**src/rtl/fetch_unit_if.sv**
```systemverilog
// Fetch-stage bus bundle: instruction-memory request/grant/response, branch
// redirect input and the decode-side valid/ready instruction stream.
interface fetch_unit_if;
    logic        imem_req;
    logic [31:0] imem_addr;
    logic        imem_gnt;
    logic        imem_rvalid;
    logic [31:0] imem_rdata;
    logic        branch_taken;
    logic [31:0] branch_target;
    logic        instr_valid;
    logic [31:0] instr;
    logic [31:0] instr_pc;
    logic        instr_ready;

    modport master (
        output imem_req, imem_addr,
        input  imem_gnt, imem_rvalid, imem_rdata,
        input  branch_taken, branch_target,
        output instr_valid, instr, instr_pc,
        input  instr_ready
    );

    modport slave (
        input  imem_req, imem_addr,
        output imem_gnt, imem_rvalid, imem_rdata,
        output branch_taken, branch_target,
        input  instr_valid, instr, instr_pc,
        output instr_ready
    );
endinterface

```
**src/rtl/fetch_unit.sv**
```systemverilog
// Instruction fetch stage: issues sequential word fetches, queues in-order
// responses and presents instruction/PC pairs to decode; redirects flush and discard.
module fetch_unit #(
    parameter int unsigned DEPTH    = 2,
    parameter logic [31:0] RESET_PC = 32'h0000_0000
) (
    input  logic         clk,
    input  logic         reset,
    fetch_unit_if.master bus
);
    localparam int unsigned CW = $clog2(DEPTH + 1);
    localparam int unsigned PW = $clog2(DEPTH);
    localparam int unsigned SW = CW + 1;
    localparam logic [31:0] RESET_PC_W = {RESET_PC[31:2], 2'b00};

    typedef struct packed {
        logic [31:0] word;
        logic [31:0] pc;
    } entry_t;

    localparam entry_t RESET_ENTRY = '{word: 32'h0, pc: RESET_PC_W};

    logic [31:0]   fetch_pc_q, fetch_pc_d;
    logic [31:0]   resp_pc_q, resp_pc_d;
    logic [CW-1:0] count_q, count_d;
    logic [CW-1:0] outstanding_q, outstanding_d;
    logic [CW-1:0] discard_q, discard_d;
    logic [PW-1:0] head_q, head_d;
    logic [PW-1:0] tail_q, tail_d;
    entry_t        mem_q [DEPTH];

    logic          grant_c;
    logic          keep_c;
    logic          pop_c;
    logic [31:0]   target_c;
    logic [1:0]    unused_target_lo;

    // Credit check counts queued words plus every request still in flight,
    // so a kept response always finds a free slot.
    assign bus.imem_req  = !reset && ((SW'(count_q) + SW'(outstanding_q)) < SW'(DEPTH));
    assign bus.imem_addr = fetch_pc_q;

    assign grant_c          = bus.imem_req && bus.imem_gnt;
    assign keep_c           = bus.imem_rvalid && (discard_q == '0) && !bus.branch_taken;
    assign pop_c            = (count_q != '0) && bus.instr_ready;
    assign target_c         = {bus.branch_target[31:2], 2'b00};
    assign unused_target_lo = bus.branch_target[1:0];

    assign bus.instr_valid = (count_q != '0);
    assign bus.instr       = mem_q[head_q].word;
    assign bus.instr_pc    = mem_q[head_q].pc;

    // Next-state bookkeeping; a redirect overrides pop, write and issue updates.
    always_comb begin
        fetch_pc_d    = fetch_pc_q;
        resp_pc_d     = resp_pc_q;
        count_d       = count_q;
        discard_d     = discard_q;
        head_d        = head_q;
        tail_d        = tail_q;
        outstanding_d = CW'(SW'(outstanding_q) + SW'(grant_c) - SW'(bus.imem_rvalid));

        if (bus.branch_taken) begin
            fetch_pc_d = target_c;
            resp_pc_d  = target_c;
            count_d    = '0;
            head_d     = '0;
            tail_d     = '0;
            discard_d  = outstanding_d;
        end else begin
            if (grant_c) begin
                fetch_pc_d = fetch_pc_q + 32'd4;
            end
            if (bus.imem_rvalid && (discard_q != '0)) begin
                discard_d = discard_q - CW'(1);
            end
            if (keep_c) begin
                tail_d    = tail_q + PW'(1);
                resp_pc_d = resp_pc_q + 32'd4;
            end
            if (pop_c) begin
                head_d = head_q + PW'(1);
            end
            count_d = CW'(SW'(count_q) + SW'(keep_c) - SW'(pop_c));
        end
    end

    always_ff @(posedge clk) begin
        if (reset) begin
            fetch_pc_q    <= RESET_PC_W;
            resp_pc_q     <= RESET_PC_W;
            count_q       <= '0;
            outstanding_q <= '0;
            discard_q     <= '0;
            head_q        <= '0;
            tail_q        <= '0;
            mem_q         <= '{default: RESET_ENTRY};
        end else begin
            fetch_pc_q    <= fetch_pc_d;
            resp_pc_q     <= resp_pc_d;
            count_q       <= count_d;
            outstanding_q <= outstanding_d;
            discard_q     <= discard_d;
            head_q        <= head_d;
            tail_q        <= tail_d;
            if (keep_c) begin
                mem_q[tail_q] <= '{word: bus.imem_rdata, pc: resp_pc_q};
            end
        end
    end
endmodule

```
**src/flat_wrapper.sv**
```systemverilog
// flat-port wrapper written by rule: the top's interface ports become plain ports
module fetch_unit_flat 
#(
    parameter int unsigned DEPTH    = 2,
    parameter logic [31:0] RESET_PC = 32'h0000_0000
)
  (clk, reset, bus_imem_req, bus_imem_addr, bus_imem_gnt, bus_imem_rvalid, bus_imem_rdata, bus_branch_taken, bus_branch_target, bus_instr_valid, bus_instr, bus_instr_pc, bus_instr_ready);
  fetch_unit_if bus_i ();
  input  logic clk;
  input  logic reset;
  output wire logic [$bits(bus_i.imem_req)-1:0] bus_imem_req;
  output wire logic [$bits(bus_i.imem_addr)-1:0] bus_imem_addr;
  input wire logic [$bits(bus_i.imem_gnt)-1:0] bus_imem_gnt;
  input wire logic [$bits(bus_i.imem_rvalid)-1:0] bus_imem_rvalid;
  input wire logic [$bits(bus_i.imem_rdata)-1:0] bus_imem_rdata;
  input wire logic [$bits(bus_i.branch_taken)-1:0] bus_branch_taken;
  input wire logic [$bits(bus_i.branch_target)-1:0] bus_branch_target;
  output wire logic [$bits(bus_i.instr_valid)-1:0] bus_instr_valid;
  output wire logic [$bits(bus_i.instr)-1:0] bus_instr;
  output wire logic [$bits(bus_i.instr_pc)-1:0] bus_instr_pc;
  input wire logic [$bits(bus_i.instr_ready)-1:0] bus_instr_ready;
  assign bus_imem_req = bus_i.imem_req;
  assign bus_imem_addr = bus_i.imem_addr;
  assign bus_i.imem_gnt = bus_imem_gnt;
  assign bus_i.imem_rvalid = bus_imem_rvalid;
  assign bus_i.imem_rdata = bus_imem_rdata;
  assign bus_i.branch_taken = bus_branch_taken;
  assign bus_i.branch_target = bus_branch_target;
  assign bus_instr_valid = bus_i.instr_valid;
  assign bus_instr = bus_i.instr;
  assign bus_instr_pc = bus_i.instr_pc;
  assign bus_i.instr_ready = bus_instr_ready;
  fetch_unit #(.DEPTH(DEPTH), .RESET_PC(RESET_PC)) u_core (.clk(clk), .reset(reset), .bus(bus_i));
endmodule
```
**config.mk**
```make
export PLATFORM = sky130hd
export DESIGN_NAME = fetch_unit_flat
export DESIGN_NICKNAME = d
export VERILOG_FILES = /design/src/rtl/fetch_unit_if.sv /design/src/rtl/fetch_unit.sv /design/src/flat_wrapper.sv
export SDC_FILE = /design/constraint.sdc
export NUM_CORES = 1
export LEC_CHECK = 0
export BUFFER_PORTS_ARGS = -buffer_cell sky130_fd_sc_hd__buf_2
export CORE_ASPECT_RATIO = 0.5
export CORE_UTILIZATION = 50
export DETAILED_ROUTE_END_ITERATION = 10
export HOLD_SLACK_MARGIN = 0.03
export PLACE_DENSITY = 0.85
export SETUP_SLACK_MARGIN = 0.05
export SYNTH_ARGS = -nofsm -noshare
export SYNTH_HDL_FRONTEND = slang
export SYNTH_SLANG_ARGS = --single-unit
```
**constraint.sdc**
```tcl
create_clock -name clk -period 7.2 [get_ports clk]
set_clock_uncertainty 0.1 [all_clocks]
set_input_delay 0.36 -clock clk [delete_from_list [all_inputs] [get_ports clk]]
set_output_delay 0.36 -clock clk [all_outputs]
set_load 0.02 [all_outputs]
```
# Yosys cells after proc, flatten, opt, wreduce, memory -nomap -nowiden
# Index checks and enable logic that the tools add are counted.
[totals]
regBits = 200
output_inout_bits = 98
[classes]
add_sub_neg = 10
magnitude_cmp = 4
mux = 12
bitwise_logic = 2
n_reduce_logical = 16
[ops]
columns = ["operator", "n"]
rows = [
  ["2-to-1 mux 64 bit", 4],
  ["bitwise mux 128 bit", 1],
  ["2-to-1 mux 32 bit", 4],
  ["adder 32 x 3 -> 32 bit, second input constant", 2],
  ["demux 64 bit (select 1 bit)", 1],
  ["nonzero test 2 bit", 5],
  ["logical AND 1 bit", 7],
  ["adder 2 x 1 -> 2 bit", 2],
  [">= comparator 2 bit, second input constant", 2],
  ["2-to-1 mux 2 bit", 2],
  ["NOT 1 -> 2 bit", 2],
  ["subtractor 2 x 1 -> 2 bit", 2],
  ["adder 2 x 2 -> 3 bit", 1],
  ["< comparator 3 x 2 -> 1 bit, second input constant", 1],
  ["adder 1 bit, second input constant", 2],
  ["zero test 1 bit", 2],
  ["zero test 2 bit", 1],
  ["< comparator 2 x 1 -> 1 bit, second input constant", 1],
  ["OR reduction 2 bit", 1],
  ["subtractor 2 x 1 -> 2 bit, second input constant", 1],
]

# Longest topological paths before layout
[depth]
ltp_word = 7
ltp_mapped = 9
mapped_depth_nobuf = 8

# Worst setup path before layout
# OpenSTA, ideal clock, no wires.
[synth_timing]
path_kind = "flip-flop to flip-flop"
from = "register u_core.count_q[0]"
to = "register u_core.discard_q[1]"
arrival_time_ns = 2.317
t_required_ns = 6.983
path_slack_ns = 4.666
stages_incl_launch_ff = 10
n_path_buf = 1
synth_period_minus_slack_ns = 2.534
path_cell_list = "dfxtp_1 > inv_1 > nor2_1 > fa_1 > nor4b_4 > clkbuf_1 > ha_1 > xnor2_1 > nor2_1 > a22o_1"
[synth_via]
elab_chain_cells = 7
[synth_lines]
columns = ["item", "line_no", "rtl"]
rows = [
  ["from (decl)", "fetch_unit.sv:25", "logic [CW-1:0] count_q, count_d;"],
  ["from (signal assigned)", "fetch_unit.sv:101", "count_q <= count_d;"],
  ["adder 2 x 2 -> 3 bit", "fetch_unit.sv:40", "assign bus.imem_req = !reset && ((SW'(count_q) + SW'(outstanding_q)) < SW'(DEPTH));"],
  ["< comparator 3 x 2 -> 1 bit", "fetch_unit.sv:40", ""],
  ["logical AND 1 bit", "fetch_unit.sv:40", ""],
  ["logical AND 1 bit", "fetch_unit.sv:43", "assign grant_c = bus.imem_req && bus.imem_gnt;"],
  ["adder 2 x 1 -> 2 bit", "fetch_unit.sv:61", "outstanding_d = CW'(SW'(outstanding_q) + SW'(grant_c) - SW'(bus.imem_rvalid));"],
  ["subtractor 2 x 1 -> 2 bit", "fetch_unit.sv:61", ""],
  ["2-to-1 mux 2 bit", "fetch_unit.sv:63", "if (bus.branch_taken) begin"],
  ["to (signal assigned)", "fetch_unit.sv:103", "discard_q <= discard_d;"],
  ["to (decl)", "fetch_unit.sv:27", "logic [CW-1:0] discard_q, discard_d;"],
]
# Every way passes these cells.
# A chain may end at the register's enable or synchronous reset.

# Worst setup path after layout
[layout_timing]
from = "register u_core.count_q[0]"
to = "register u_core.fetch_pc_q[19], in the netlist u_core.bus.imem_addr[19]"
[layout_via]
elab_chain_cells = 5
[layout_lines]
columns = ["item", "line_no", "rtl"]
rows = [
  ["adder 2 x 2 -> 3 bit", "fetch_unit.sv:40", ""],
  ["< comparator 3 x 2 -> 1 bit", "fetch_unit.sv:40", ""],
  ["logical AND 1 bit", "fetch_unit.sv:40", ""],
  ["logical AND 1 bit", "fetch_unit.sv:43", ""],
  ["nonzero test 2 bit (no line)", "--", ""],
  ["to (signal assigned)", "fetch_unit.sv:99", "fetch_pc_q <= fetch_pc_d;"],
  ["to (decl)", "fetch_unit.sv:23", "logic [31:0] fetch_pc_q, fetch_pc_d;"],
]
# Every way passes these cells.

==> results.toml <==
[outcome]
status = "completed"

[critical_path]
cp_data_arrival_time_ps = 3670
reg2reg_depth = 7
critical_path_class = "reg -> reg"
r2r_end = "u_core.bus.imem_addr[19]$_SDFFE_PP0P_"
reg2reg_from = "u_core.count_q[0]$_SDFF_PP0_"
crit_required_ps = 7420
path_max_fanout = 19
r2r_setup_slack_ps = 3750
crit_path_end_kind = "register"
cp-start-kind = "register"

[grt]
grt_pass1_wl_mm = 38.30
use_met3_pct = 4.971
grt_antenna_before_repair = 0
grt.met1_usage_pct = 33.31
overflow = 0
grt_start_max_net_pins = 90
grt_pass1_vias = 7983
busiest_layer = "met2"
track_usage_pct = 25.42
use_met2_pct = 41.88

[clock_tree]
clock-sinks = 192
clock_latency_ps = 440
cts_buffer_depth = 2
cts.repair.resized = 0
cts-root-buf = "clkbuf_16"
clkTransAtPathRegs_ps = 70
cts-htree-levels = 4
cts_tree = "done"
cts_buffers = 17
postCtsSetupRepairBufs = 0
holdBufCountCts = 0

[min_path]
whs_endpoint = "u_core.mem_q[126]$_SDFFE_PP0P_"
whs_path_depth = 3
hold_path_class = "in -> reg"
min_from = "bus_imem_rdata[30]"

[synthesis]
synth_area_um2 = 9029
avgSynthCellArea_um2 = 8.054
async_flop_share_pct = 0
synth_seq_area_share_pct = 42.57
ys_types = 55
yosysTopAreaCellShare_pct = 42.57
synth_edf_count = 0
ys_warn_count = 0
syn-instance-count = 1121
yosys-top-cells-area = "dfxtp_1 (43%), nand2_1 (11%), a21oi_1 (8.4%)"
synth_ff_type = "dfxtp_1"
yosys.area.top_type = "dfxtp_1"
synth_seq_cells = 192

[die]
start_util_pct = 51.51
fp-row-count = 34
fp.dieH_um = 97.02
io_pins = 168
die_w_um = 192.0
coreArea_um2 = 17530
fp.dieArea_um2 = 18630

[sta]
setup_tns_ps = 0
setup_slack_ps = 3750
maxSlewHeadroom_pct = 33.79
finalHoldViolCount = 0
rsz0062_at_grt = "false"
worst_pin_slew_ps = 989.0
setup_viol = 0
maxSlewViolCount = 0
period_share_pct = 47.92
max_freq_mhz = 289.9
min_period_ps = 3450

[placed_design]
gp_congestion = 0.8402
post-place-ws_ps = 3825
numPortBuffers = 161
dpl.hpwl_mm = 15.59
dpl_cell_area_um2 = 9856

[power]
p_per_area_nw_per_um2 = 234.8
p_total_w = 0.002452
ir_drop_mv = 0.1961
p_leak_nw = 4.143

[route]
num_vias = 8436
drc_errors = 0
routed_wl_mm = 23.76
via_per_inst = 5.743
dr.pass1.iters = 5
wire_per_inst_um = 16.18
drtIter0Drc = 752
ant_nets = 0

[finish]
post-route-cell-area_um2 = 10440
n_antenna_cell = 0
final_cell_mix = "nand2_1 (275), dfxtp_1 (191), buf_2 (160)"
area_growth_pct = 15.65
utilization_pct = 59.57
final_nets = 1300
drive_above_1_share_pct = 22.51
mostFrequentLayoutCell = "nand2_1"

[flow_run]
cap_violations = 0
[worst max-delay path, stage by stage, from the launching register on]
cell and delay [ps]:
dfxtp_1 330, inv_1 70, nor2_1 150, fa_1 500, nor4b_4 900, nand4_1 610
o31a_1 440, o31a_1 230
[registers in the layout, indices dropped and copies added (netlist names)]
register,cells
u_core.bus.imem_addr,30
u_core.resp_pc_q,30
u_core.tail_q,1
u_core.mem_q,124
u_core.count_q,2
u_core.discard_q,2
u_core.outstanding_q,2
u_core.head_q,1
[kinds of logic after synthesis]
| group | count (synthesis) | synth area share, % |
|---|---|---|
| simple gates | 454 | 23.50 |
| compound gates | 253 | 17.03 |
| flops | 192 | 42.57 |
| buf+inv | 126 | 5.460 |
| mux | 65 | 8.065 |
| xor+xnor | 22 | 2.134 |
| fa+ha+maj | 8 | 1.192 |
| other cells | 1 | 0.04153 |
[cell type report]
class                           count  area, um2
Clock inverter                     14      146.4
Timing Repair Buffer              169      868.3
Sequential cell                   192       3845
Clock buffer                       18      439.2
Tap cell                          234      292.8
Fill cell                        1485       7086
Inverter                           36      135.1
Multi-Input combinational cell    806       4715
[where the power goes]
part           switching (W)  internal [W]  leakage (nW)  total, W
sequential         0.0000550       0.00111          1.57   0.00117
combinational       0.000212      0.000127          2.30  0.000339
clock               0.000445      0.000499         0.276  0.000944
total               0.000712       0.00174          4.14   0.00245
[metal layers]
layer	routed length, um	vias to the layer above
met5	0	-
met4	395	0
met3	1741	34
met2	11250	323
met1	10370	3991
li1	-	4088
[how the worst max path moves through the flow]
| stage | start | end | cells past startpoint |
|---|---|---|---|
| 3_5_place_dp | u_core.count_q[0]$_SDFF_PP0_ | u_core.bus.imem_addr[19]$_SDFFE_PP0P_ | 7 |
| 2_1_floorplan | u_core.count_q[0]$_SDFF_PP0_ | u_core.discard_q[1]$_SDFFE_PP0P_ | 9 |
| 3_3_place_gp | u_core.count_q[0]$_SDFF_PP0_ | u_core.bus.imem_addr[19]$_SDFFE_PP0P_ | 7 |
| 6_report | u_core.count_q[0]$_SDFF_PP0_ | u_core.bus.imem_addr[19]$_SDFFE_PP0P_ | 7 |
| 5_1_grt | u_core.count_q[0]$_SDFF_PP0_ | u_core.bus.imem_addr[19]$_SDFFE_PP0P_ | 7 |
| 4_1_cts | u_core.count_q[0]$_SDFF_PP0_ | u_core.bus.imem_addr[19]$_SDFFE_PP0P_ | 7 |
[stage by stage]
step                      hold slack (ps)  cells
after CTS                           54.86   1469
after detailed placement            342.8   1437
after global routing                52.22   1469
final                               73.14   1469
after global placement              338.1   1437
after floorplan                     332.9   1124
[cells in the mapped netlist, types with 5 or more instances]
cell	n
a211oi_1	14
o21a_1	6
a21boi_0	16
nor3_1	31
a311oi_1	5
ha_1	7
dfxtp_1	192
and4_1	16
o21ai_0	11
xor2_1	11
nor2_1	26
and3_1	11
inv_1	36
nand2_1	276
and2_1	8
o31a_1	15
clkbuf_1	72
nand4_1	27
xnor2_1	11
nor4_1	14
a21oi_1	152
mux2_2	62
a211o_1	6
buf_1	10
o31ai_1	8
a31oi_1	5
nand3_1	17
(Power assumes the default switching activity.)
